===== config.mk =====
export PLATFORM = sky130hd
export DESIGN_NAME = mul_div_unit_flat
export DESIGN_NICKNAME = d
export VERILOG_FILES = /design/src/rtl/mdu_pkg.sv /design/src/rtl/mdu_if.sv /design/src/rtl/mul_div_unit.sv /design/src/flat_wrapper.sv
export SDC_FILE = /design/constraint.sdc
export NUM_CORES = 1
export LEC_CHECK = 0
export CORE_ASPECT_RATIO = 1.75
export CORE_MARGIN = 1
export CORE_UTILIZATION = 55
export DETAILED_ROUTE_END_ITERATION = 16
export GPL_TIMING_DRIVEN = 1
export PLACE_DENSITY = 0.77
export REMOVE_ABC_BUFFERS = 1
export SYNTH_ARGS = -nofsm -noshare
export SYNTH_HDL_FRONTEND = slang
export SYNTH_SLANG_ARGS = --single-unit

===== constraint.sdc =====
create_clock -name clk -period 14.95 [get_ports clk]
set_clock_uncertainty 0.05 [all_clocks]
set_input_delay 2.2425 -clock clk [delete_from_list [all_inputs] [get_ports clk]]
set_output_delay 2.2425 -clock clk [all_outputs]
set_load 0.005 [all_outputs]

===== src/rtl/mdu_pkg.sv =====
// Shared types and helpers for the iterative multiply/divide unit.
package mdu_pkg;

  // Widest 2*WIDTH product the negate helper has to handle.
  localparam int unsigned MDU_MAX_W = 128;

  typedef enum logic [2:0] {
    OP_MULT  = 3'b000,
    OP_MULTU = 3'b001,
    OP_DIV   = 3'b010,
    OP_DIVU  = 3'b011,
    OP_MTHI  = 3'b100,
    OP_MTLO  = 3'b101,
    OP_NOP6  = 3'b110,
    OP_NOP7  = 3'b111
  } mdu_op_t;

  typedef enum logic [1:0] {
    IDLE,
    RUN,
    FIX,
    DONE
  } mdu_state_t;

  // Two's-complement negate when neg is set; callers truncate to their own width.
  function automatic logic [MDU_MAX_W-1:0] cond_neg(input logic [MDU_MAX_W-1:0] v,
                                                    input logic                 neg);
    return neg ? (~v + MDU_MAX_W'(1)) : v;
  endfunction

endpackage


===== src/rtl/mdu_if.sv =====
// Request/result bundle between control and the multiply/divide unit.
interface mdu_if
  import mdu_pkg::*;
#(
  parameter int unsigned WIDTH = 32
);
  logic             start;
  mdu_op_t          op;
  logic [WIDTH-1:0] arg1;
  logic [WIDTH-1:0] arg2;
  logic             busy;
  logic             done;
  logic             div_by_zero;
  logic [WIDTH-1:0] hi;
  logic [WIDTH-1:0] lo;

  modport master (
    output start, op, arg1, arg2,
    input  busy, done, div_by_zero, hi, lo
  );

  modport slave (
    input  start, op, arg1, arg2,
    output busy, done, div_by_zero, hi, lo
  );
endinterface


===== src/rtl/mul_div_unit.sv =====
// Iterative MULT/MULTU/DIV/DIVU (one bit per cycle) into HI/LO, plus MTHI/MTLO.
module mul_div_unit
  import mdu_pkg::*;
#(
  parameter int unsigned WIDTH = 32
) (
  input logic  clk,
  input logic  rst,
  mdu_if.slave bus
);

  localparam int unsigned CNT_W = $clog2(WIDTH + 1);
  localparam int unsigned W2    = 2 * WIDTH;

  mdu_state_t       state_q;
  logic [CNT_W-1:0] cnt_q;
  logic [W2-1:0]    acc_q;
  logic [WIDTH-1:0] opnd_q;
  logic [WIDTH-1:0] hi_q;
  logic [WIDTH-1:0] lo_q;
  logic             is_div_q;
  logic             neg_lo_q;
  logic             neg_hi_q;
  logic             dz_q;
  logic             busy_q;
  logic             done_q;
  logic             dz_out_q;

  logic             is_md;
  logic             is_signed;
  logic             is_div;
  logic             a_neg;
  logic             b_neg;
  logic [WIDTH-1:0] a_mag;
  logic [WIDTH-1:0] b_mag;

  always_comb begin
    is_md     = bus.op inside {OP_MULT, OP_MULTU, OP_DIV, OP_DIVU};
    is_signed = (bus.op == OP_MULT) || (bus.op == OP_DIV);
    is_div    = (bus.op == OP_DIV) || (bus.op == OP_DIVU);
    a_neg     = is_signed & bus.arg1[WIDTH-1];
    b_neg     = is_signed & bus.arg2[WIDTH-1];
    a_mag     = WIDTH'(cond_neg(MDU_MAX_W'(bus.arg1), a_neg));
    b_mag     = WIDTH'(cond_neg(MDU_MAX_W'(bus.arg2), b_neg));
  end

  logic [WIDTH:0]   mul_sum;
  logic [W2-1:0]    mul_next;
  logic [WIDTH:0]   div_r;
  logic             div_ge;
  logic [WIDTH-1:0] div_rem;
  logic [W2-1:0]    div_next;
  logic [W2-1:0]    fix_prod;
  logic [WIDTH-1:0] fix_quo;
  logic [WIDTH-1:0] fix_rem;

  // acc_q holds {partial, multiplier} for multiply and {remainder, dividend/quotient} for divide.
  always_comb begin
    mul_sum  = {1'b0, acc_q[W2-1:WIDTH]} + (acc_q[0] ? {1'b0, opnd_q} : '0);
    mul_next = {mul_sum, acc_q[WIDTH-1:1]};
    div_r    = {acc_q[W2-1:WIDTH], acc_q[WIDTH-1]};
    div_ge   = div_r >= {1'b0, opnd_q};
    div_rem  = div_ge ? WIDTH'(div_r - {1'b0, opnd_q}) : div_r[WIDTH-1:0];
    div_next = {div_rem, acc_q[WIDTH-2:0], div_ge};
    fix_prod = W2'(cond_neg(MDU_MAX_W'(acc_q), neg_lo_q));
    fix_quo  = WIDTH'(cond_neg(MDU_MAX_W'(acc_q[WIDTH-1:0]), neg_lo_q));
    fix_rem  = WIDTH'(cond_neg(MDU_MAX_W'(acc_q[W2-1:WIDTH]), neg_hi_q));
  end

  always_ff @(posedge clk or posedge rst) begin
    if (rst) begin
      state_q  <= IDLE;
      cnt_q    <= '0;
      acc_q    <= '0;
      opnd_q   <= '0;
      hi_q     <= '0;
      lo_q     <= '0;
      is_div_q <= 1'b0;
      neg_lo_q <= 1'b0;
      neg_hi_q <= 1'b0;
      dz_q     <= 1'b0;
      busy_q   <= 1'b0;
      done_q   <= 1'b0;
      dz_out_q <= 1'b0;
    end else begin
      unique case (state_q)
        IDLE: begin
          done_q   <= 1'b0;
          dz_out_q <= 1'b0;
          if (bus.start) begin
            if (is_md) begin
              state_q  <= RUN;
              busy_q   <= 1'b1;
              cnt_q    <= CNT_W'(WIDTH);
              acc_q    <= {{WIDTH{1'b0}}, a_mag};
              opnd_q   <= b_mag;
              is_div_q <= is_div;
              neg_lo_q <= a_neg ^ b_neg;
              neg_hi_q <= a_neg;
              dz_q     <= is_div && (bus.arg2 == '0);
            end else if (bus.op == OP_MTHI) begin
              hi_q <= bus.arg1;
            end else if (bus.op == OP_MTLO) begin
              lo_q <= bus.arg1;
            end
          end
        end
        RUN: begin
          acc_q <= is_div_q ? div_next : mul_next;
          cnt_q <= cnt_q - CNT_W'(1);
          if (cnt_q == CNT_W'(1)) state_q <= FIX;
        end
        FIX: begin
          if (!is_div_q) begin
            {hi_q, lo_q} <= fix_prod;
          end else if (!dz_q) begin
            hi_q <= fix_rem;
            lo_q <= fix_quo;
          end
          state_q  <= DONE;
          done_q   <= 1'b1;
          dz_out_q <= dz_q;
        end
        DONE: begin
          state_q  <= IDLE;
          busy_q   <= 1'b0;
          done_q   <= 1'b0;
          dz_out_q <= 1'b0;
        end
        default: state_q <= IDLE;
      endcase
    end
  end

  assign bus.busy        = busy_q;
  assign bus.done        = done_q;
  assign bus.div_by_zero = dz_out_q;
  assign bus.hi          = hi_q;
  assign bus.lo          = lo_q;

endmodule


===== src/flat_wrapper.sv =====
// flat-port wrapper written by rule: the top's interface ports become plain ports
module mul_div_unit_flat import mdu_pkg::*;
#(
  parameter int unsigned WIDTH = 32
)
  (clk, rst, bus_start, bus_op, bus_arg1, bus_arg2, bus_busy, bus_done, bus_div_by_zero, bus_hi, bus_lo);
  mdu_if #(.WIDTH(WIDTH)) bus_i ();
  input logic clk;
  input logic rst;
  input wire logic [$bits(bus_i.start)-1:0] bus_start;
  input wire logic [$bits(bus_i.op)-1:0] bus_op;
  input wire logic [$bits(bus_i.arg1)-1:0] bus_arg1;
  input wire logic [$bits(bus_i.arg2)-1:0] bus_arg2;
  output wire logic [$bits(bus_i.busy)-1:0] bus_busy;
  output wire logic [$bits(bus_i.done)-1:0] bus_done;
  output wire logic [$bits(bus_i.div_by_zero)-1:0] bus_div_by_zero;
  output wire logic [$bits(bus_i.hi)-1:0] bus_hi;
  output wire logic [$bits(bus_i.lo)-1:0] bus_lo;
  assign bus_i.start = bus_start;
  assign bus_i.op = bus_op;
  assign bus_i.arg1 = bus_arg1;
  assign bus_i.arg2 = bus_arg2;
  assign bus_busy = bus_i.busy;
  assign bus_done = bus_i.done;
  assign bus_div_by_zero = bus_i.div_by_zero;
  assign bus_hi = bus_i.hi;
  assign bus_lo = bus_i.lo;
  mul_div_unit #(.WIDTH(WIDTH)) u_core (.clk(clk), .rst(rst), .bus(bus_i));
endmodule

== Word-level counts from Yosys, hierarchy flattened ==
Index checks and enable logic that the tools add are counted.
Operators by class
  $add $sub $neg: 8
  multiply operators: 0
  divide/modulo/power cells: 0
  $lt $le $gt $ge: 1
  eq/ne operators: 17
  shifts and indexed selects: 0
  multiplexer cells: 36
  bitwise operators: 8
  reduce and logical (&&, ||, !) cells: 18
Operators with widths (count)
  $mux 32: 17
  $mux 64: 4
  $add 32x1->32 const B: 4
  $not 32->32: 4
  $pmux 32 s2: 2
  $pmux 64 s2: 1
  $add 64x1->64 const B: 1
  $not 64->64: 1
  $add 32x32->33: 1
  $ge 33x32->1: 1
  $logic_not 32->1: 1
  $sub 32x32->32: 1
  $mux 6: 2
  $pmux 6 s2: 1
  $reduce_and 3->1: 4
  $ne 2x1->1 const B: 4
  $pmux 2 s4: 1
  $reduce_bool 2->1: 4
  $eq 3x2->1 const B: 2
  $eq 3x3->1 const B: 2
  $eq 6x1->1 const B: 1
  $mux 2: 3
  $ne 2x2->1 const B: 3
  $pmux 1 s2: 3
  other kinds (16): 20
Storage, ports and cells
  register bits: 175
  bits in latches: 0
  memory bits (writable): 0
  memory bits (read-only): 0
  bits of input ports: 70
  output and inout port bits: 67
  logic and storage cells: 101
  memories kept: 0

== Logic depth before layout (Yosys ltp) ==
  depth in word-level cells: 7
  gate-level depth with buffers: 15
  depth with buffers taken out: 13

== Worst setup path after synthesis ==
No wires, ideal clock.
  path type: input to register
  start point: input port bus_arg1[6]
  end point: register u_core.acc_q[20]
  setup time: 0.139 ns
  data arrival time: 4.717 ns
  data required time: 14.761 ns
  path slack: 10.043 ns
  stages on the path: 9
  buffers on the path: 0
  cell sequence: or4_4 -> nor4b_2 -> nor4b_1 -> nand2b_1 -> or2_2 -> or4_4 -> o31ai_1 -> xor2_1 -> o221ai_1
On the way
  word-level cells in the longest chain between the ends: 6
Ends and longest elaborated chain
  from (decl): line flat_wrapper.sv:12  | input wire logic [$bits(bus_i.arg1)-1:0] bus_arg1;
  $not 32->32: line mdu_pkg.sv:28  | return neg ? (~v + MDU_MAX_W'(1)) : v;
  $add 32x1->32: line mdu_pkg.sv:28
  $mux 32: line mdu_pkg.sv:28
  $mux 64: line mul_div_unit.sv:91  | if (is_md) begin
  $mux 64: line mul_div_unit.sv:90  | if (bus.start) begin
  $pmux 64 s2: line mul_div_unit.sv:86  | unique case (state_q)
  to (signal assigned): line mul_div_unit.sv:95  | acc_q <= {{WIDTH{1'b0}}, a_mag};
  to (signal assigned): line mul_div_unit.sv:109  | acc_q <= is_div_q ? div_next : mul_next;
  to (decl): line mul_div_unit.sv:17  | logic [W2-1:0] acc_q;
No other way between the ends. The select of a mux whose other input is x is not followed.
A chain may end at the register's enable or synchronous reset.

== Worst setup path in the final report ==
  start point: input port bus_arg1[5]
  end point: register u_core.acc_q[25]
The elaborated chain is that of the path after synthesis.

==> run metrics <==
Slew Viols, Final=0; GRT Residual Overflow=0; synthesized area=14400 sq um; CTS Buf Count=17; post-synthesis xor/xnor area fraction=0.106; mux cell area share after synthesis=0.0405; post-synthesis instance total=1808; CTS sink count=175; via/cell ratio=6.24; Buf/Inv on CP=1; Max Fclk=184 MHz; Netlist cell types=72; P per Cell Area=242 nW/um^2; antenna violations before repair=0; clock buffer depth=2; clk_lat worst skew=0.46 ns; CTS tree=built; DRT iter0 DRCs=965; max_cap viols=0; Synth Register Bits=175; I/O pin total=137; family with the most delay on the worst path=simple AND/OR/NAND/NOR gates; gr usage total=0.321; hold_buf cts=0; Worst Hold Class=reg2reg; cell breakdown of the critical path=clkdlybuf4s50_1, or4_4, nor4b_2, nor4b_1, nand3b_1, or4_1, o41ai_1, xor2_1, o21ai_0; layout overhead on the synthesized area=14.3%; TNS Setup=0 ns; met1 track demand over resource=0.326; Leak=7.09 nW; CP max stage delay=0.58 ns; Post-synth EDFFs=0; root buffer cell=clkbuf_16; diode count=0; Filler cells=2252; most frequent cells in the layout=235 x o21ai_0, 211 x nand2_1, 174 x dfrtp_1, 136 x clkdlybuf4s50_1, 133 x a21oi_1; largest family of logic cells by synthesized area=compound AO/OA/AOI/OAI gates; yosys warns=0; critical path class=in2reg; Fin Hold WS=0.423 ns; die area=26900 sq um; CP Capture Type=flip-flop; ANT nets after route=0; vias in the first global route=13480; Crit Path Max Fanout=6; minimum clock period after layout=5.45 ns; FFs w/ async S/R, synth=1.00; complex-gate fraction of the synthesized area=0.251; Avg Inst Size Synth=7.98 sq um; R2R Setup Slk=10.40 ns; Worst Path Arrival=5.71 ns; crit start category=input port; DRT Wirelength=42900 microns; cell at the slowest stage of the critical path=or4_4; fin crit share=0.364; # DRC=0; Clk pin slew, worst setup/hold paths=0.07 ns; standard-cell rows=78; post-CTS sizing=0; Final Hold Vio Count=0; WL/cell=19.5 microns; Seq/Total Area, Yosys=0.303; layout cells sized above 1=0.0383; NumNets Final=2014; commonest non-fill, non-tap cell in the layout=o21ai_0; Final setup viols=0; Critical Path RT=15.21 ns; Power, Total=3.99 mW; final HPWL from detailed placement=32900 microns; Die Span Y=216 microns; Worst-Margin Slew=1.14 ns; status=completed; Synth Area in Adders=0.0678; largest net degree at the start of global routing=108; placed instance area=15900 sq um; core area=25900 sq um; H-tree depth=4; Initial Util=0.558; Post-Synth Simple-Gate Area=0.185; die width=124 microns; GR peak layer=met2; GPL Wtd Cong=1.00; M2 GR Usage=0.598; Design Area, Final=16500 sq um; vias post-DR=13729; I/O Buffers=136; Slew headroom=0.242; RSZ-0062 raised after global routing=no; worst vdd ir=0.128 mV; first-pass GRT wire length=68900 microns; met3 Use GR=0.0397; post-CTS setup buffer count=0; Top FF cell, synth=dfrtp_1; First-pass DRT Iterations=6
per-layer routing:
| metal | up-vias | part of all wire |
|---|---|---|
| met5 | - | 0 |
| met4 | 0 | 0.071 |
| met3 | 171 | 0.037 |
| met2 | 457 | 0.53 |
| met1 | 6509 | 0.36 |
| li1 | 6592 | - |
final timing paths:
path	from	end	cells past startpoint
setup / recovery	bus_arg1[5]	u_core.acc_q[25]	9
hold / removal	u_core.bus.lo[16]	u_core.bus.lo[16]	1
setup reg to reg	u_core.acc_q[0]	u_core.acc_q[62]	12
hold reg to reg	u_core.bus.lo[16]	u_core.bus.lo[16]	1
max in group asynchronous	rst	u_core.is_div_q	3
min in group asynchronous	rst	u_core.bus.lo[4]	2
per-stage QoR:
stage,std cells,utilization,worst slack [ns]
floorplan,1699,-,7.91
global placement,2168,0.615,9.16
detailed placement,2168,0.615,9.06
CTS,2200,0.638,9.55
global route,2200,0.638,9.37
finish,2200,0.638,9.50
cell type report:
class	count	area [sq um]	share of cell area
Tap cell	320	400	0.0243
Timing Repair Buffer	149	1460	0.0884
Inverter	68	260	0.0158
Clock inverter	5	103	0.00622
Clock buffer	27	493	0.0299
Multi-Input combinational cell	1456	9410	0.570
Sequential cell	175	4380	0.265
flip-flops by register name, indices dropped and copies added (netlist names), 2 cells and up:
name            flops
u_core.acc_q       64
u_core.opnd_q      32
u_core.state_q      2
u_core.bus.lo      32
u_core.cnt_q        6
u_core.bus.hi      32
cells in the mapped netlist (12+ instances only):
master / number / share of area
a21oi_1: 134 / 0.046
nor3_1: 39 / 0.014
xor2_1: 80 / 0.049
nor2b_1: 26 / 0.011
o31ai_1: 25 / 0.013
nor4_1: 20 / 0.0087
o21a_1: 12 / 0.0062
a31oi_1: 16 / 0.0069
nand2_1: 213 / 0.055
clkbuf_1: 92 / 0.024
o21ai_0: 236 / 0.082
a21o_1: 43 / 0.022
or3_1: 15 / 0.0065
nand3_1: 23 / 0.0080
buf_1: 14 / 0.0036
a211oi_1: 20 / 0.010
and3_1: 14 / 0.0061
xnor2_1: 94 / 0.057
dfrtp_1: 175 / 0.30
a22oi_1: 15 / 0.0078
ha_1: 75 / 0.065
mux2i_1: 55 / 0.038
nor2_1: 108 / 0.028
nand4_1: 17 / 0.0074
nand2b_1: 24 / 0.010
inv_1: 68 / 0.018
kinds of logic (layout without fill, tap and decap cells):
kind of cell / Yosys count / after routing
AOI/OAI and AO/OA: 593 / 593
and+or+nand+nor: 554 / 554
buffers and inverters: 177 / 249
DFF: 175 / 175
xor gates and xnor gates: 174 / 174
adders and majority gates: 77 / 77
muxes: 58 / 58
where the power goes:
group          internal [mW]  switching [mW]
logic                   1.07            1.50
registers              0.694           0.255
clock network          0.276           0.192
No activity file was read; power rests on OpenSTA's default activity.
